--- config.mk ---
export PLATFORM = sky130hd
export DESIGN_NAME = usart_tx_flat
export DESIGN_NICKNAME = d
export VERILOG_FILES = /design/src/rtl/usart_tx_if.sv /design/src/rtl/usart_tx.sv /design/src/flat_wrapper.sv
export SDC_FILE = /design/constraint.sdc
export NUM_CORES = 1
export LEC_CHECK = 0
export CAP_MARGIN = 30
export CORE_ASPECT_RATIO = 0.6
export CORE_MARGIN = 2
export CORE_UTILIZATION = 55
export DETAILED_ROUTE_END_ITERATION = 8
export PLACE_DENSITY_LB_ADDON = 0.1
export SYNTH_ARGS = -nofsm -noshare
export SYNTH_HDL_FRONTEND = slang
export SYNTH_SLANG_ARGS = --single-unit
export TNS_END_PERCENT = 50
--- constraint.sdc ---
create_clock -name serial_clock -period 3.05 [get_ports serial_clock]
set_input_delay 0.61 -clock serial_clock [delete_from_list [all_inputs] [get_ports serial_clock]]
set_output_delay 0.61 -clock serial_clock [all_outputs]
set_load 0.03 [all_outputs]
--- src/rtl/usart_tx_if.sv ---
// Byte handshake between a producer and the usart_tx transmitter.
// The producer drives data_in/valid; the transmitter answers with ready.
interface usart_tx_if;
    logic [7:0] data_in;
    logic       valid;
    logic       ready;

    modport master (output data_in, output valid, input ready);
    modport slave  (input data_in, input valid, output ready);
endinterface

--- src/rtl/usart_tx.sv ---
// usart_tx: 8N1 serial transmitter with CTS flow control.
// A byte handed over on the handshake is buffered, then serialised as
// start(0), 8 data bits LSB first, stop(1), each bit clocks_per_bit cycles.
// Optional feature macro USART_TX_FIFO_EN: the buffer becomes a
// 2^FIFO_DEPTH_LOG2-entry FIFO; otherwise it is a single holding register.
// tx_pin is registered and lags the state register by one cycle.
module usart_tx #(
    parameter int FIFO_DEPTH_LOG2 = 2
) (
    input  logic        serial_clock,
    input  logic        reset,
    input  logic [11:0] clocks_per_bit,
    usart_tx_if.slave   bus,
    output logic        busy,
    output logic        tx_pin,
    input  logic        cts_pin
);

    typedef enum logic [1:0] {
        IDLE      = 2'd0,
        START_BIT = 2'd1,
        DATA_BIT  = 2'd2,
        STOP_BIT  = 2'd3
    } state_t;

    state_t      state = IDLE;
    state_t      state_next;

    logic [11:0] n_latched  = 12'd1;
    logic [11:0] period_cnt = '0;
    logic [2:0]  bit_cnt    = '0;
    logic [7:0]  shift_reg  = '0;
    logic        tx_reg     = 1'b1;
    logic        tx_next;
    logic        rst_hold   = 1'b1;

    logic [11:0] n_eff;
    logic        bit_end;
    logic        last_data;

    logic        buf_empty;
    logic        buf_full;
    logic [7:0]  buf_data;
    logic        push;
    logic        pop;

    // A zero period is treated as one cycle per bit.
    assign n_eff     = (clocks_per_bit == 12'd0) ? 12'd1 : clocks_per_bit;
    assign bit_end   = (period_cnt == n_latched - 12'd1);
    assign last_data = (bit_cnt == 3'd7);

    // rst_hold keeps ready low on every edge that sees reset, so ready only
    // rises on the first edge after reset is released.
    assign bus.ready = !buf_full && !rst_hold;
    assign push      = bus.valid && bus.ready;
    assign pop       = (state == IDLE) && !buf_empty && !cts_pin;
    assign busy      = (state != IDLE) || !buf_empty;
    assign tx_pin    = tx_reg;

    // Track whether the previous edge saw reset.
    always_ff @(posedge serial_clock) begin
        rst_hold <= reset;
    end

`ifdef USART_TX_FIFO_EN
    localparam int DEPTH = 1 << FIFO_DEPTH_LOG2;
    localparam logic [FIFO_DEPTH_LOG2-1:0] PTR_ONE = 1;
    localparam logic [FIFO_DEPTH_LOG2:0]   CNT_ONE = 1;
    localparam logic [FIFO_DEPTH_LOG2:0]   CNT_MAX = DEPTH;

    logic [7:0]                 fifo_mem [DEPTH];
    logic [FIFO_DEPTH_LOG2-1:0] wr_ptr = '0;
    logic [FIFO_DEPTH_LOG2-1:0] rd_ptr = '0;
    logic [FIFO_DEPTH_LOG2:0]   count  = '0;

    assign buf_empty = (count == '0);
    assign buf_full  = (count == CNT_MAX);
    assign buf_data  = fifo_mem[rd_ptr];

    // FIFO storage write.
    // NOTE: the storage array has no reset; flushing only needs the pointers
    // and count cleared, and stale entries are never read while count is zero.
    always_ff @(posedge serial_clock) begin
        if (push) begin
            fifo_mem[wr_ptr] <= bus.data_in;
        end
    end

    // FIFO pointers and occupancy; push and pop together keep count unchanged.
    always_ff @(posedge serial_clock) begin
        if (reset) begin
            wr_ptr <= '0;
            rd_ptr <= '0;
            count  <= '0;
        end else begin
            if (push) wr_ptr <= wr_ptr + PTR_ONE;
            if (pop)  rd_ptr <= rd_ptr + PTR_ONE;
            case ({push, pop})
                2'b10:   count <= count + CNT_ONE;
                2'b01:   count <= count - CNT_ONE;
                default: count <= count;
            endcase
        end
    end
`else
    logic [7:0]  hold_data  = '0;
    logic        hold_valid = 1'b0;
    logic [31:0] unused_depth;

    // The depth parameter only sizes the FIFO build.
    assign unused_depth = FIFO_DEPTH_LOG2;

    assign buf_empty = !hold_valid;
    assign buf_full  = hold_valid;
    assign buf_data  = hold_data;

    // Single holding register; push needs it empty and pop needs it full,
    // so the two never coincide.
    always_ff @(posedge serial_clock) begin
        if (reset) begin
            hold_data  <= '0;
            hold_valid <= 1'b0;
        end else if (push) begin
            hold_data  <= bus.data_in;
            hold_valid <= 1'b1;
        end else if (pop) begin
            hold_valid <= 1'b0;
        end
    end
`endif

    // FSM state register.
    // NOTE: sequential state uses non-blocking assignments so every register
    // samples the pre-edge values, independent of block ordering.
    always_ff @(posedge serial_clock) begin
        if (reset) begin
            state <= IDLE;
        end else begin
            state <= state_next;
        end
    end

    // FSM next-state logic: CTS is only consulted in IDLE via pop.
    // NOTE: state_next is defaulted first so no path leaves it unassigned,
    // which would otherwise infer a latch.
    always_comb begin
        state_next = state;
        unique case (state)
            IDLE:      if (pop)                  state_next = START_BIT;
            START_BIT: if (bit_end)              state_next = DATA_BIT;
            DATA_BIT:  if (bit_end && last_data) state_next = STOP_BIT;
            STOP_BIT:  if (bit_end)              state_next = IDLE;
            default:                             state_next = IDLE;
        endcase
    end

    // FSM output logic: line level for the current state.
    always_comb begin
        tx_next = 1'b1;
        unique case (state)
            IDLE:      tx_next = 1'b1;
            START_BIT: tx_next = 1'b0;
            DATA_BIT:  tx_next = shift_reg[0];
            STOP_BIT:  tx_next = 1'b1;
            default:   tx_next = 1'b1;
        endcase
    end

    // Bit timing, data shifting and the registered line driver.
    always_ff @(posedge serial_clock) begin
        if (reset) begin
            n_latched  <= 12'd1;
            period_cnt <= '0;
            bit_cnt    <= '0;
            shift_reg  <= '0;
            tx_reg     <= 1'b1;
        end else begin
            tx_reg <= tx_next;
            if (state == IDLE) begin
                period_cnt <= '0;
                bit_cnt    <= '0;
                if (pop) begin
                    shift_reg <= buf_data;
                    n_latched <= n_eff;
                end
            end else if (bit_end) begin
                period_cnt <= '0;
                if (state == DATA_BIT) begin
                    shift_reg <= {1'b0, shift_reg[7:1]};
                    bit_cnt   <= bit_cnt + 3'd1;
                end
            end else begin
                period_cnt <= period_cnt + 12'd1;
            end
        end
    end

endmodule

--- src/flat_wrapper.sv ---
// flat-port wrapper written by rule: the top's interface ports become plain ports
module usart_tx_flat 
#(
    parameter int FIFO_DEPTH_LOG2 = 2
)
  (serial_clock, reset, clocks_per_bit, busy, tx_pin, cts_pin, bus_data_in, bus_valid, bus_ready);
  usart_tx_if bus_i ();
  input  logic serial_clock;
  input  logic reset;
  input  logic [11:0] clocks_per_bit;
  output logic busy;
  output logic tx_pin;
  input  logic cts_pin;
  input wire logic [$bits(bus_i.data_in)-1:0] bus_data_in;
  input wire logic [$bits(bus_i.valid)-1:0] bus_valid;
  output wire logic [$bits(bus_i.ready)-1:0] bus_ready;
  assign bus_i.data_in = bus_data_in;
  assign bus_i.valid = bus_valid;
  assign bus_ready = bus_i.ready;
  usart_tx #(.FIFO_DEPTH_LOG2(FIFO_DEPTH_LOG2)) u_core (.serial_clock(serial_clock), .reset(reset), .clocks_per_bit(clocks_per_bit), .bus(bus_i), .busy(busy), .tx_pin(tx_pin), .cts_pin(cts_pin));
endmodule
## After elaboration in Yosys (flattened, before gate mapping)

Index checks and enable logic that the tools add are counted.

| operators by class | value |
|---|---|
| $add $sub $neg | 3 |
| reductions and logical operators | 22 |
| multiplexer cells | 13 |
| eq/ne operators | 9 |

Operators by type and width:

| kind | count |
|---|---|
| 2-to-1 mux 8 bit | 4 |
| adder 12 x 1 -> 12 bit, second input constant | 1 |
| == test 12 bit | 1 |
| logical NOT 12 bit | 1 |
| 2-to-1 mux 12 bit | 1 |
| subtractor 12 x 1 -> 12 bit, second input constant | 1 |
| 2-to-1 mux 2 bit | 4 |
| inequality test 2 x 1 -> 1 bit, second input constant | 4 |
| case mux 2 bit (4 select lines) | 1 |
| nonzero test 2 bit | 4 |
| logical AND 1 bit | 5 |
| == test 2 bit, second input constant | 2 |
| AND reduction 2 bit | 2 |
| AND reduction 4 bit | 1 |
| OR reduction 2 bit | 2 |
| adder 3 x 1 -> 3 bit, second input constant | 1 |
| == test 3 bit, second input constant | 1 |
| logical NOT 1 bit | 3 |
| case mux 1 bit (3 select lines) | 1 |
| AND reduction 3 bit | 1 |
| OR reduction 3 bit | 1 |
| == test 2 x 1 -> 1 bit, second input constant | 1 |
| logical NOT 2 bit | 1 |
| 2-to-1 mux 1 bit | 2 |
| logical OR 1 bit | 1 |

| storage, ports and cells | value |
|---|---|
| flip-flop bits (word level) | 48 |
| bits of input ports | 24 |

## Depth between registers and ports, before layout

Gate-level depths: netlist of run 1.

| logic depth | value |
|---|---|
| depth after elaboration | 5 |
| gate-level depth with buffers | 10 |

## Worst setup path after synthesis of run 1

OpenSTA, ideal clock, no wires.

| path | value |
|---|---|
| kind | register -> register |
| start point | reg u_core.n_latched[0] |
| end point | reg u_core.shift_reg[7] |
| cell stages (with the launch flop) | 11 |
| arrival | 2.356 ns |
| period minus slack after synthesis | 2.472 ns |
| setup slack | 0.578 ns |
| path through | dfxtp_1 > inv_1 > ha_1 > or4b_4 > or3_1 > a21oi_2 > o22ai_2 > nor4_4 > nand2b_1 > buf_2 > a41o_1 |

| between the ends | value |
|---|---|
| longest elaborated chain between the ends | 4 |

Ends and longest elaborated chain:

| element | RTL line | text |
|---|---|---|
| start, declared | usart_tx.sv:29 | `logic [11:0] n_latched = 12'd1;` |
| start signal, assigned | usart_tx.sv:184 | `n_latched <= n_eff;` |
| subtractor 12 x 1 -> 12 bit | usart_tx.sv:49 | `assign bit_end = (period_cnt == n_latched - 12'd1);` |
| == test 12 bit | usart_tx.sv:49 |  |
| nonzero test 2 bit (no line) | - |  |
| AND reduction 3 bit (no line) | - |  |
| end signal, assigned | usart_tx.sv:183 | `shift_reg <= buf_data;` |
| end signal, assigned | usart_tx.sv:189 | `shift_reg <= {1'b0, shift_reg[7:1]};` |
| end, declared | usart_tx.sv:32 | `logic [7:0] shift_reg = '0;` |

Every way passes these cells.
A chain may end at the register's enable or synchronous reset.

## Worst setup path in the final report of run 1

| path | value |
|---|---|
| start point | reg u_core.n_latched[0] |
| end point | reg u_core.period_cnt[3] |

| between the ends | value |
|---|---|
| longest elaborated chain between the ends | 3 |

Ends and longest elaborated chain:

| element | RTL line | text |
|---|---|---|
| subtractor 12 x 1 -> 12 bit | usart_tx.sv:49 |  |
| == test 12 bit | usart_tx.sv:49 |  |
| OR reduction 3 bit (no line) | - |  |
| end signal, assigned | usart_tx.sv:193 | `period_cnt <= period_cnt + 12'd1;` |
| end, declared | usart_tx.sv:30 | `logic [11:0] period_cnt = '0;` |

Every way passes these cells.

==> flow_summary.json, run 1 <==
{
  "final-hold-violation-count": 0,
  "drc_errors": 0,
  "fin_crit_sh_pct": 89.3,
  "clock_path_buffers": 2,
  "ff2ff_setup_slack_ns": 0.33,
  "ys_ff_latch": 48,
  "ant_nets": 0,
  "fmax_ghz": 0.367,
  "cp_slowest_cell": "or4b_4",
  "internal_power_uw": 1090,
  "switching_share_pct": 32.5,
  "layout-drive-gt1-share_pct": 7.42,
  "period_needed_ns": 2.72,
  "p_per_area_nw_per_um2": 553,
  "setup_tns_ns": 0,
  "skew_ns": 0.00265,
  "cts_post_setup_buffers_inserted": 0,
  "synth_cell_types": 47,
  "synth_edf_count": 0,
  "ys_seq_area_share_pct": 38.5,
  "grt_pass1_vias": 1988,
  "synthCells": 313,
  "rows": 18,
  "cp-start-kind": "flip-flop",
  "crit_chain": "inv_1, ha_1, or4b_4, or3_1, a21oi_2, o22ai_2, nor3_1, or3_1, nor2_1",
  "worst_pin_slew_ns": 0.630,
  "cts-resized-gates": 0,
  "cp.required_ns": 3.24,
  "seqPwrFrac_pct": 43.5,
  "grt_overflow": 0,
  "multiInputGateArea_um2": 1420,
  "switchingPower_uw": 525,
  "irDropWorstVdd_mv": 0.241,
  "cp_data_arrival_time_ns": 2.91,
  "grt_max_degree": 18,
  "synth_top_area_share_pct": 38.5,
  "reg2reg_from": "u_core.n_latched[0]",
  "crit_type": "flip-flop to flip-flop",
  "io_buffers": 26,
  "regArea_um2": 961,
  "hp-start": "u_core.buf_data[2]",
  "critPathCaptureType": "flip-flop",
  "via_per_inst": 5.65,
  "min_path_type": "flip-flop to flip-flop",
  "path_max_fanout": 12,
  "reg_top3": "u_core.n_latched (12), u_core.period_cnt (12)",
  "cp_common_cell": "or3_1",
  "drt-pass1-iter-count": 5,
  "cp_top_family": "simple AND/OR/NAND/NOR gates",
  "max_slew_margin_pct": 57.8,
  "r2r_cells": 9,
  "gp_congestion": 0.860,
  "nets": 368,
  "postSynthAreaPerCell_um2": 7.97,
  "root_buffer": "clkbuf_8",
  "preCtsSetupSlack_ns": 0.342,
  "power_frac_clock_pct": 29.7,
  "synthTopCellsByArea": "dfxtp_1 (39%), nand2_1 (7.1%), a21oi_1 (5.8%)",
  "finalWirelength_mm": 5.92,
  "grt_pass1_wl_mm": 9.71,
  "synthArstFlopShare_pct": 0,
  "drt-wirelength-per-cell_um": 14.9,
  "io_pins": 27,
  "vias": 2242,
  "drv_cap": 0,
  "holdPathStages": 2,
  "crit_buf_inv": 1,
  "fp.dieH_um": 56.2,
  "cts_made_buffers": 5,
  "synth_area_um2": 2490,
  "grt_antenna_before_repair": 0,
  "r2r-end": "u_core.period_cnt[3]",
  "clkLatencyLatePin_ns": 0.31,
  "cts_hold_buf": 0,
  "p_leak_uw": 0.00110,
  "n_fill_cell": 384,
  "critPathMaxStageDelay_ns": 0.50,
  "rsz0062_at_grt": "false",
  "min_to": "u_core.buf_data[2]",
  "cts_tree": "yes",
  "cts_sinks": 48,
  "setup_viol": 0,
  "die_area_um2": 5110,
  "slew_viol_final": 0,
  "grt_usage_pct": 24.3,
  "core_um2": 4230,
  "clkTransAtPathRegs_ns": 0.09,
  "hpwl_mm": 4.39,
  "p_comb_share_pct": 26.8,
  "start_util_pct": 58.9,
  "utilization_pct": 69.0,
  "yosys_warnings": 0,
  "yosysTopAreaCell": "dfxtp_1",
  "syn_nets": 345,
  "drt_iter0_drc": 188,
  "die_w_um": 90.9,
  "num_antenna_cells": 0,
  "htreeDepth": 2,
  "area_growth_pct": 17.2,
  "setup_slack_ns": 0.326,
  "status": "complete, no violations",
  "synthFlopType": "dfxtp_1"
}
metal layers:
metal,track usage [%],wire (µm),vias up
met3,6.50,450,9
met2,30.8,2200,87
li1,-,-,1125
met1,38.6,3190,1021
met4,8.01,86,0
met5,0,0,-
power groups by stage:
stage               logic, µW  registers [µW]  clock network, µW
floorplan                 290             714                  0
global placement          420             715                  0
detailed placement        424             717                  0
CTS                       428             703                484
global route              479             711                509
finish                    433             704                480
per-stage QoR:
step                std cells  hold slack [ns]  total power, µW  area (µm²)
finish                    397            0.466             1620        2920
global route              397            0.487             1700        2920
CTS                       397            0.465             1610        2920
detailed placement        389            0.448             1140        2810
global placement          389            0.443             1130        2810
floorplan                 313            0.432             1000        2490
worst max-delay path by stage:
stage	cells past startpoint	to	slack, ns	from
2_1_floorplan	10	u_core.shift_reg[7]	0.58	u_core.n_latched[0]
3_3_place_gp	9	u_core.period_cnt[11]	0.45	u_core.n_latched[0]
3_5_place_dp	9	u_core.period_cnt[3]	0.34	u_core.n_latched[0]
4_1_cts	9	u_core.period_cnt[3]	0.33	u_core.n_latched[0]
5_1_grt	9	u_core.period_cnt[3]	0.11	u_core.n_latched[0]
6_report	9	u_core.period_cnt[3]	0.33	u_core.n_latched[0]
cell families (layout without fill, tap and decap cells):
kind of cell	after synthesis	after routing	synth area share (%)
DFF	48	48	38.5
muxes	3	3	1.20
AOI/OAI and AO/OA	73	73	18.5
xor gates and xnor gates	23	23	8.08
adders and majority gates	8	8	4.01
buffers and inverters	29	53	4.82
and+or+nand+nor	129	129	24.8
synth_stat cells (all sizes together), types with 3 or more instances:
cell type  number
inv            13
ha              8
clkbuf         12
mux2i           3
buf             4
xnor2          16
nor4            4
nand3           7
nor3           10
a21oi          30
nand4           5
a21boi          3
and3            6
a21o            7
nand2          47
dfxtp          48
xor2            7
or3             6
nand2b          3
nor2           35
o21ai          14
placed cells by master, fill, tap and decap left out, drive strengths merged, types with 7 or more instances in the layout:
cell type,instances
inv,14
nand2,47
a21oi,30
nor2,35
dfxtp,48
a21o,7
nand3,7
xnor2,16
o21ai,14
xor2,7
ha,8
clkdlybuf4s50,26
nor3,10
tightest hold or removal path, cell delays in order, from the launching register on:
cell and delay (ns):
dfxtp_1 0.32, nand2_1 0.05, a21oi_1 0.05
cell type report:
| class | instances | area share [%] |
|---|---|---|
| tap | 60 | 2.57 |
| multi-input combinational | 236 | 48.5 |
| inverter | 13 | 1.67 |
| clock inverter | 3 | 1.58 |
| clock buffer | 5 | 2.35 |
| sequential | 48 | 32.9 |
| timing repair buffer | 32 | 10.4 |
(Power assumes the default switching activity.)
==> inputs of run 2 (changes only) <==
--- a/config.mk
+++ b/config.mk
@@ -10,6 +10,7 @@
 export CORE_MARGIN = 2
 export CORE_UTILIZATION = 55
 export DETAILED_ROUTE_END_ITERATION = 8
+export GPL_TIMING_DRIVEN = 0
 export PLACE_DENSITY_LB_ADDON = 0.1
 export SYNTH_ARGS = -nofsm -noshare
 export SYNTH_HDL_FRONTEND = slang
==> flow_summary.json, run 2 (synthesis gave the netlist of run 1 again) <==
{
  "status": "complete, no violations",
  "crit_chain": "inv_1, ha_1, or4b_4, or3_1, a21oi_2, o22ai_2, nor3_1, or3_1, buf_2, nor2_1",
  "cts_sinks": 48,
  "ant_nets": 0,
  "core_um2": 4230,
  "cts_post_setup_buffers_inserted": 0,
  "dp_cells": 399,
  "final_cell_mix": "dfxtp_1 (48), nand2_1 (47), nor2_1 (35)",
  "n_fill_cell": 372,
  "min_path_type": "flip-flop to flip-flop",
  "setup_viol": 0,
  "drv_cap": 0,
  "fmax_ghz": 0.351,
  "hpwl_mm": 4.61,
  "fp.dieH_um": 56.2,
  "max_slew_margin_pct": 66.1,
  "skew_ns": 0.0138,
  "num_antenna_cells": 0,
  "final-hold-violation-count": 0,
  "nets": 378,
  "drt-wirelength-per-cell_um": 14.7,
  "grt_pass1_vias": 2098,
  "gr-usage-met2_pct": 33.4,
  "slew_viol_final": 0,
  "cp.required_ns": 3.25,
  "grt_overflow": 0,
  "layoutNonFillerInstCount": 407,
  "finalWirelength_mm": 5.98,
  "total_power_uw": 1600,
  "htreeDepth": 2,
  "via_per_inst": 5.73,
  "gr-usage-met3_pct": 5.96,
  "setup_tns_ns": 0,
  "use_met1_pct": 38.6,
  "p_per_area_nw_per_um2": 544,
  "irDropWorstVdd_mv": 0.376,
  "rows": 18,
  "drc_errors": 0,
  "io_pins": 27,
  "grt_pass1_wl_mm": 10.1,
  "clkLatencyLatePin_ns": 0.32,
  "top_usage_layer": "met1",
  "critPathCaptureType": "flip-flop",
  "drt-pass1-iter-count": 5,
  "die_area_um2": 5110,
  "cts_hold_buf": 0,
  "rsz0062_at_grt": "false",
  "grt_antenna_before_repair": 0,
  "layout_commonest_cell": "dfxtp_1",
  "period_needed_ns": 2.85,
  "fin_crit_sh_pct": 93.3,
  "die_w_um": 90.9,
  "worst_pin_slew_ns": 0.508,
  "gp_congestion": 0.885,
  "vias": 2331,
  "io_buffers": 26,
  "setup_slack_ns": 0.204,
  "grt_usage_pct": 25.1,
  "cts_tree": "yes",
  "grt_max_degree": 16,
  "clkTransAtPathRegs_ns": 0.10,
  "path_max_fanout": 10,
  "reg_top3": "u_core.n_latched (12), u_core.period_cnt (12)",
  "cp_common_cell": "or3_1",
  "critPathMaxStageDelay_ns": 0.51,
  "layout-drive-gt1-share_pct": 6.34,
  "crit_buf_inv": 2,
  "cts_made_buffers": 5,
  "cp_top_family": "simple AND/OR/NAND/NOR gates",
  "cp-start-kind": "flip-flop",
  "start_util_pct": 58.9,
  "cts-resized-gates": 0,
  "crit_type": "flip-flop to flip-flop",
  "preCtsSetupSlack_ns": 0.226,
  "p_leak_uw": 0.00110,
  "cp_data_arrival_time_ns": 3.05,
  "area_growth_pct": 17.9,
  "clock_path_buffers": 2,
  "cp_slowest_cell": "or4b_4",
  "root_buffer": "clkbuf_8",
  "drt_iter0_drc": 191
}
==> run 2: path summary, 6_finish.rpt <==
kind | from | end | slack, ns | cells after the start
worst min-delay path | u_core.buf_data[0] | u_core.buf_data[0] | 0.47 | 2
worst max register to register | u_core.n_latched[0] | u_core.period_cnt[8] | 0.20 | 10
worst min register to register | u_core.buf_data[0] | u_core.buf_data[0] | 0.47 | 2
worst max-delay path | u_core.n_latched[0] | u_core.period_cnt[8] | 0.20 | 10
==> run 2: per-stage QoR <==
step | hold slack (ns) | utilization (%) | instance area, µm²
after floorplan | 0.432 | - | 2490
after global placement | 0.439 | 66.8 | 2830
after detailed placement | 0.449 | 66.8 | 2830
after CTS | 0.465 | 69.4 | 2940
after global routing | 0.496 | 69.4 | 2940
final | 0.466 | 69.4 | 2940
==> run 2: cell type report <==
| type | count | area [µm²] | share of cell area (%) |
|---|---|---|---|
| multi-input cells | 236 | 1410 | 48.0 |
| flip-flops and latches | 48 | 961 | 32.7 |
| repair buffers | 26 | 260 | 8.85 |
| well taps | 60 | 75.1 | 2.55 |
| plain buffers | 16 | 71.3 | 2.43 |
| clock buffers | 5 | 68.8 | 2.34 |
| inverters | 13 | 48.8 | 1.66 |
| clock inverters | 3 | 42.5 | 1.45 |
==> run 2: power by group <==
| group | total, µW | internal, µW | switching, µW |
|---|---|---|---|
| logic | 433 | 174 | 259 |
| registers | 701 | 666 | 34.8 |
| clock network | 466 | 243 | 223 |
| total | 1600 | 1080 | 517 |
==> run 2: worst reg2reg max path, stage by stage, from the launching register on <==
cell and delay, ns:
dfxtp_1 0.37, inv_1 0.08, ha_1 0.24, or4b_4 0.51, or3_1 0.33, a21oi_2 0.14
o22ai_2 0.13, nor3_1 0.37, or3_1 0.24, buf_2 0.25, nor2_1 0.07
==> run 2: routing by layer <==
layer,up-vias,wire length [µm]
met1,1075,3020
met4,0,96
li1,1148,-
met2,94,2410
met3,14,458
met5,-,0
==> inputs of run 3 (changes only) <==
--- a/config.mk
+++ b/config.mk
@@ -5,13 +5,13 @@
 export SDC_FILE = /design/constraint.sdc
 export NUM_CORES = 1
 export LEC_CHECK = 0
-export CAP_MARGIN = 30
+export CAP_MARGIN = 20
 export CORE_ASPECT_RATIO = 0.6
 export CORE_MARGIN = 2
 export CORE_UTILIZATION = 55
 export DETAILED_ROUTE_END_ITERATION = 8
 export GPL_TIMING_DRIVEN = 0
-export PLACE_DENSITY_LB_ADDON = 0.1
+export PLACE_DENSITY = 0.82
 export SYNTH_ARGS = -nofsm -noshare
 export SYNTH_HDL_FRONTEND = slang
 export SYNTH_SLANG_ARGS = --single-unit
==> flow_summary.json, run 3 (synthesis gave the netlist of run 1 again) <==
{
  "cts_post_setup_buffers_inserted": 0,
  "die_w_um": 90.9,
  "setup_viol": 0,
  "rsz0062_at_grt": "false",
  "worst_pin_slew_ns": 0.524,
  "grt_usage_pct": 23.9,
  "grt_pass1_vias": 1998,
  "die_area_um2": 5110,
  "layoutNonFillerInstCount": 407,
  "cts-resized-gates": 0,
  "drv_cap": 0,
  "regArea_um2": 961,
  "crit_type": "flip-flop to primary output",
  "fin_crit_sh_pct": 93.9,
  "hpwl_mm": 4.48,
  "layout_commonest_cell": "dfxtp_1",
  "p_leak_uw": 0.00109,
  "period_needed_ns": 2.86,
  "gp_congestion": 0.893,
  "cts_hold_buf": 0,
  "preCtsSetupSlack_ns": 0.260,
  "crit_chain": "inv_1, ha_1, clkbuf_1, nand2_1, clkdlybuf4s50_1",
  "setup_tns_ns": 0,
  "slew_viol_final": 0,
  "p_per_area_nw_per_um2": 526,
  "num_antenna_cells": 0,
  "cp_slowest_cell": "clkdlybuf4s50_1",
  "via_per_inst": 5.60,
  "start_util_pct": 58.9,
  "fp.dieH_um": 56.2,
  "cts_sinks": 48,
  "clock_path_buffers": 2,
  "path_max_fanout": 10,
  "critPathCaptureType": "primary output",
  "nets": 378,
  "finalWirelength_mm": 5.79,
  "drt_iter0_drc": 156,
  "dp_cells": 399,
  "reg_top3": "u_core.n_latched (12), u_core.period_cnt (12)",
  "vias": 2278,
  "root_buffer": "clkbuf_8",
  "cp_top_family": "buffers and inverters",
  "final-hold-violation-count": 0,
  "setup_slack_ns": 0.187,
  "fmax_ghz": 0.349,
  "io_buffers": 26,
  "critPathMaxStageDelay_ns": 0.61,
  "skew_ns": 0.0108,
  "drt-pass1-iter-count": 4,
  "min_path_type": "flip-flop to flip-flop",
  "grt_max_degree": 15,
  "n_fill_cell": 366,
  "multiInputGateArea_um2": 1410,
  "crit_buf_inv": 3,
  "htreeDepth": 2,
  "layout-drive-gt1-share_pct": 6.05,
  "core_um2": 4230,
  "cp-start-kind": "flip-flop",
  "irDropWorstVdd_mv": 0.272,
  "ant_nets": 0,
  "cp_data_arrival_time_ns": 2.25,
  "status": "complete, no violations",
  "cts_tree": "yes",
  "final_cell_mix": "dfxtp_1 (48), nand2_1 (47), nor2_1 (35)",
  "clkTransAtPathRegs_ns": 0.10,
  "rows": 18,
  "cts_made_buffers": 5,
  "drc_errors": 0,
  "drt-wirelength-per-cell_um": 14.2,
  "grt_antenna_before_repair": 0,
  "area_growth_pct": 17.2,
  "max_slew_margin_pct": 65.1,
  "cp.required_ns": 2.44,
  "clkLatencyLatePin_ns": 0.31,
  "io_pins": 27,
  "grt_overflow": 0,
  "grt_pass1_wl_mm": 9.70
}
-- run 3: changes by cell type in the layout (fill, tap and decap cells not counted) --
cell / previous run / this run
clkinv_2: 1 / 0
bufinv_16: 1 / 0
clkbuf_1: 12 / 13
clkbuf_8: 5 / 6
-- run 3: area by class of cell --
type | instances | area share, %
plain buffers | 16 | 2.44
clock buffers | 7 | 2.95
clock inverters | 1 | 0.257
inverters | 13 | 1.67
multi-input cells | 236 | 48.3
flip-flops and latches | 48 | 32.9
well taps | 60 | 2.57
repair buffers | 26 | 8.90
-- run 3: power breakdown --
part	switching, µW	total [µW]	internal (µW)
clock	221	406	185
sequential	36.5	702	666
combinational	255	429	174
-- run 3: worst paths after layout --
| check | startpoint | end | slack [ns] | depth (start not counted) |
|---|---|---|---|---|
| setup / recovery | u_core.state[0] | busy | 0.19 | 5 |
| hold / removal | u_core.buf_data[0] | u_core.buf_data[0] | 0.46 | 2 |
| setup reg to reg | u_core.n_latched[0] | u_core.period_cnt[9] | 0.25 | 10 |
| hold reg to reg | u_core.buf_data[0] | u_core.buf_data[0] | 0.46 | 2 |
-- run 3: worst min-delay path, stage by stage (launching register included) --
cell and delay (ns):
dfxtp_1 0.32, nand2_1 0.05, a21oi_1 0.05
-- run 3: metrics by stage --
step                      utilization, %  power [µW]  cell area (µm²)  hold slack [ns]
after CTS                           69.0        1530             2920            0.458
after global routing                69.0        1620             2920            0.478
final                               69.0        1540             2920            0.459
after detailed placement            66.8        1140             2830            0.446
after floorplan                        -        1000             2490            0.432
after global placement              66.8        1130             2830            0.439
-- run 3: per-layer routing --
metal / global-route usage (%) / wire length [µm] / up-vias
li1: - / - / 1146
met2: 31.9 / 2250 / 87
met5: 0 / 0 / -
met3: 6.10 / 421 / 9
met4: 6.71 / 75 / 0
met1: 37.0 / 3050 / 1036
==> patch 1: new RTL, flow settings as in run 3 <==
Re-encode `state_t` (4 states) as Gray code, 2 bits wide.
--- a/src/rtl/usart_tx.sv
+++ b/src/rtl/usart_tx.sv
@@ -18,8 +18,8 @@
 
     typedef enum logic [1:0] {
-        IDLE      = 2'd0,
-        START_BIT = 2'd1,
-        DATA_BIT  = 2'd2,
-        STOP_BIT  = 2'd3
+        IDLE      = 2'b00,
+        START_BIT = 2'b01,
+        DATA_BIT  = 2'b11,
+        STOP_BIT  = 2'b10
     } state_t;
 
Function: no difference found for any inputs over 10 cycles, from zero or initial values and one cycle with reset high; not proved beyond that.
==> patch 1 against run 3 <==
- sequential power shrank 2%
- highest routed layer unchanged
- non-clock buffer count grew 5
- setup slack gained 0.032 ns
- sequential share of layout area shrank 0.80 points
- cell area grew 2.5%
- synthesized area grew 1.0%
- utilization shrank 2.4 points
- largest power group unchanged
- via count grew 3.8%
- wire length grew 4.1%
- total power grew 9.6%
- sequential cell count is the same
- die area grew 0.95%
==> patch 1: results (changes against run 3) <==
metric;value;unit;change
VDD IR max;0.305;mV;+12%
Vias/cell;5.79;;+3.5%
CTS buffer count;5;;unchanged
routability cong.;0.871;;-2.5%
PortBufs;26;;unchanged
postcts setup bufs;0;;unchanged
Register-to-Register Setup Slack;0.22;ns;-0.03 ns
first-pass GRT wire length;10100;µm;+4.6%
P_int;0.00116;W;+13%
Yosys warning count;0;;unchanged
largest net degree at the start of global routing;17;;+2
r2r startpoint;u_core.n_latched[0];;
GRT Overall Usage;24.7;%;+0.87 points
WL/cell;14.8;µm;+3.9%
xor/xnor cell area share of the yosys netlist;8.69;%;+0.62 points
diodes inserted;0;;unchanged
reg2reg path depth;12;;+2
share of layout cells above drive strength 1;5.51;%;-0.54 points
compound-gate portion of the synthesized area;16.2;%;-2.3 points
TritonRoute pass-1 iters;4;;unchanged
critical path peak fanout;10;;unchanged
vias in the first global route;2198;;+10%
mux cell area share after synthesis;1.19;%;-0.012 points
Critical Path End;u_core.period_cnt[3];;
clock-pin slew on the worst setup and hold paths;0.10;ns;about the same
initial antenna violation count;0;;unchanged
crit path DAT;3.04;ns;+0.79 ns
clk_lat worst skew;0.32;ns;
Post-Synth Adder-Cell Area;3.97;%;-0.040 points
clock root cell;clkbuf_8;;
Post-synth top cells;50 x nand2_1, 48 x dfxtp_1, 24 x a21oi_1, 23 x nor2_1, 16 x nand3_1;;
async set-reset flop share out of synthesis;0;%;unchanged
Hold Vio Cnt, Final;0;;unchanged
CTS max path bufs;2;;unchanged
sequential area share after synthesis;38.2;%;-0.38 points
number of DRC markers in iteration 0;170;;+9.0%
LEAKAGE;1.11;nW;+2.5%
Nets;376;;-0.53%
critical path class;flop to flop;;
run status;completed;;
Least-Margin Pin Slew;0.650;ns;+0.126 ns
DP Area;2860;µm²;+1.0%
H-tree levels;2;;unchanged
Mapped Nets;343;;-0.58%
Distinct cells, synth;47;;unchanged
leading area contributor after synthesis;dfxtp_1;;
HPWL Detailed;4510;µm;+0.76%
CTS resizes;0;;unchanged
clock skew;0.0107;ns;-0.0000553 ns
Regs by FF count;u_core.n_latched x12, u_core.period_cnt x12;;
Hold Path Class;flop to flop;;
Synth area leaders;dfxtp_1 38%, nand2_1 7.5%, xor2_1 5.2%;;
patch 1: cell types whose count changed in the layout (fill, tap and decap cells not counted), sizes merged, moves of 8 or more:
cell	before	now
nand3	7	17
o21ai	14	5
nor2	35	23
xor2	7	15
patch 1: power by group through the flow:
| stage | Sequential, W | Clock, W | Combinational, W |
|---|---|---|---|
| after CTS | 0.000685 | 0.000567 | 0.000430 |
| after global placement | 0.000699 | 0 | 0.000419 |
| after global routing | 0.000690 | 0.000594 | 0.000478 |
| after floorplan | 0.000701 | 0 | 0.000292 |
| after detailed placement | 0.000699 | 0 | 0.000428 |
| final | 0.000686 | 0.000562 | 0.000437 |
patch 1: layout make-up:
cell class	instances	area [µm²]
buffer	21	93.8
tap	63	78.8
clock inverter	3	68.8
timing repair buffer	26	260
inverter	9	33.8
sequential	48	961
clock buffer	5	68.8
fill	373	1500
multi-input combinational	233	1430
patch 1: how the worst min path moves through the flow:
stage	from	end	slack (ns)	depth (start not counted)
2_1_floorplan	u_core.buf_data[0]	u_core.buf_data[0]	0.44	2
3_3_place_gp	u_core.buf_data[3]	u_core.buf_data[3]	0.45	2
3_5_place_dp	u_core.buf_data[3]	u_core.buf_data[3]	0.45	2
4_1_cts	u_core.buf_data[3]	u_core.buf_data[3]	0.46	2
5_1_grt	u_core.buf_data[1]	u_core.buf_data[1]	0.49	2
6_report	u_core.buf_data[3]	u_core.buf_data[3]	0.46	2
patch 1: metal layers:
| metal | global-route usage (%) | wire length [µm] |
|---|---|---|
| met4 | 7.58 | 89 |
| met2 | 36.9 | 2500 |
| met5 | 0 | 0 |
| met3 | 7.25 | 449 |
| met1 | 34.6 | 2990 |
patch 1: critical path: stages, from the launching register on:
cell and delay (ns):
dfxtp_1 0.45, inv_1 0.08, ha_1 0.19, clkbuf_2 0.18, o21ba_1 0.21, a221oi_1 0.35, a41oi_1 0.15, nor4_4 0.37
nand3_2 0.13, buf_2 0.20, nand2_1 0.10, buf_2 0.22, nor2_1 0.08
patch 1: logic make-up (layout without fill, tap and decap cells):
logic type	after synthesis	count (layout)
flops	48	48
buf+inv	30	64
fa+ha+maj	8	8
simple gates	135	135
xor+xnor	25	25
compound gates	62	62
mux	3	3
patch 1: through the flow:
stage                     utilization, %  hold WS, ns  power, W  setup slack (ns)  std cells
final                               66.7        0.463   0.00168             0.219        408
after detailed placement            63.6        0.450   0.00113             0.298        400
after floorplan                        -        0.437  0.000993             0.691        311
after CTS                           66.7        0.463   0.00168             0.295        408
after global routing                66.7        0.491   0.00176             0.133        408
after global placement              63.6        0.448   0.00112             0.427        400
==> patch 2: new RTL, flow settings as in run 3 <==
Made on the original files. The option `USART_TX_FIFO_EN` is turned on by a define.
--- a/src/rtl/usart_tx.sv
+++ b/src/rtl/usart_tx.sv
@@ -5,4 +5,6 @@
 // 2^FIFO_DEPTH_LOG2-entry FIFO; otherwise it is a single holding register.
 // tx_pin is registered and lags the state register by one cycle.
+`define USART_TX_FIFO_EN
+
 module usart_tx #(
     parameter int FIFO_DEPTH_LOG2 = 2
Check against the original RTL: not equivalent (Yosys sat finds a counterexample within 4 cycles, from zero or initial values and one cycle with reset high).
==> patch 2 against run 3 <==
- cell area up 54%
- first-iteration DRC count grew 79%
- clock power grew to 2.6 times the old value
- sequential cell count increased by 32
- wire length rose by 47%
- sequential power increased by 92%
- setup slack got worse by 0.067 ns
- via count grew 26%
- non-clock buffer count rose by 5
- synthesized area grew 51%
- largest cell class is now registers
- total power is 150% higher
==> patch 2: results (changes against run 3) <==
metric;value;unit;change
run status;completed;;
Register-to-Register Setup Slack;0.12;ns;-0.13 ns
Mapped Nets;379;;+9.9%
VDD IR max;0.502;mV;+85%
Post-synth top cells;48 x dfxtp_1, 32 x edfxtp_1, 29 x nor2_1, 28 x nand2_1, 24 x a21oi_1;;
EDFF count, synth;32;;+32
number of DRC markers in iteration 0;280;;+79%
LEAKAGE;1.61;nW;+48%
clk_lat worst skew;0.33;ns;+0.02 ns
Distinct cells, synth;53;;+13%
first-pass GRT wire length;13200;µm;+36%
routability cong.;0.829;;-7.2%
largest net degree at the start of global routing;14;;-1
CTS buffer count;9;;+4
worst relative slew slack;41.8;%;-23 points
clock skew;0.00458;ns;-0.00619 ns
TritonRoute pass-1 iters;5;;+1
reg2reg path depth;9;;-1
CP Launch Point;u_core.n_latched[0];;
WL/cell;18.0;µm;+26%
fill count;480;;+31%
Regs by FF count;u_core.fifo_mem x32, u_core.n_latched x12, u_core.period_cnt x12;;
critical path peak fanout;7;;-3
Vias/cell;6.02;;+7.6%
crit path DAT;3.13;ns;+0.88 ns
Critical Path End;u_core.bit_cnt[1];;
Synth area leaders;dfxtp_1 26%, edfxtp_1 26%, mux4_2 4.8%;;
vias in the first global route;2675;;+34%
-- patch 2: timing repair --
action | 4_1_cts | 5_1_grt
gates resized for setup | 5 | 7
gates cloned | 0 | 1
endpoints found under the setup margin | 23 | 24
setup buffers | 1 | 5
pin swaps | 1 | 1
-- patch 2: kinds of logic (layout without fill, tap and decap cells) --
family | after synthesis | after routing | share of synthesized area [%]
compound gates | 54 | 54 | 9.84
xor+xnor | 30 | 30 | 6.98
fa+ha+maj | 14 | 14 | 4.85
buf+inv | 31 | 78 | 4.06
flops | 80 | 80 | 51.1
mux | 13 | 13 | 6.12
simple gates | 119 | 119 | 17.1
-- patch 2: worst max-delay path, stage by stage (launching register included) --
cell      delay (ns)
dfxtp_1         0.31
buf_6           0.13
or4_4           0.58
nor4b_2         0.31
a211oi_1        0.14
or4b_4          0.58
nor4b_4         0.28
buf_6           0.18
mux2i_2         0.22
nor3_2          0.06
-- patch 2: worst min-delay path by stage --
stage                     slack, ns              endpoint  depth (start not counted)                  from
after detailed placement       0.46   u_core.shift_reg[3]                          2   u_core.shift_reg[3]
after CTS                      0.47   u_core.shift_reg[4]                          2   u_core.shift_reg[4]
after floorplan                0.44  u_core.period_cnt[0]                          1  u_core.period_cnt[0]
after global placement         0.45   u_core.shift_reg[5]                          2   u_core.shift_reg[5]
after global routing           0.50   u_core.shift_reg[4]                          2   u_core.shift_reg[4]
final                          0.47   u_core.shift_reg[4]                          2   u_core.shift_reg[4]
-- patch 2: area by class of cell --
| type | instances | area (µm²) | area share [%] |
|---|---|---|---|
| sequential | 80 | 1920 | 42.6 |
| multi-input combinational | 230 | 1720 | 38.1 |
| timing repair buffer | 33 | 314 | 6.96 |
| clock buffer | 11 | 243 | 5.38 |
| tap | 87 | 109 | 2.41 |
| buffer | 14 | 90.1 | 2.00 |
| inverter | 15 | 60.1 | 1.33 |
| clock inverter | 5 | 55.1 | 1.22 |
-- patch 2: where the power goes --
| group | switching (W) | internal, W | total (W) |
|---|---|---|---|
| registers | 0.000114 | 0.00124 | 0.00135 |
| logic | 0.000815 | 0.000612 | 0.00143 |
| clock network | 0.000401 | 0.000655 | 0.00106 |
| total | 0.00133 | 0.00251 | 0.00384 |
-- patch 2: layer usage --
metal	vias to the layer above	GRT usage (%)	share of wire [%]
met5	-	0	0
met2	128	37.1	45
met1	1385	31.9	46
met3	12	5.76	8.7
li1	1335	-	-
met4	0	3.28	0.74
-- patch 2: through the flow --
step | hold slack [ns] | instances | utilization (%) | worst slack, ns
2_1_floorplan | 0.437 | 341 | - | 0.0255
3_3_place_gp | 0.451 | 454 | 62.2 | -0.376
3_5_place_dp | 0.458 | 454 | 62.2 | -0.434
4_1_cts | 0.473 | 470 | 66.9 | 0.0114
5_1_grt | 0.496 | 475 | 67.9 | -0.00778
6_report | 0.474 | 475 | 67.9 | 0.120
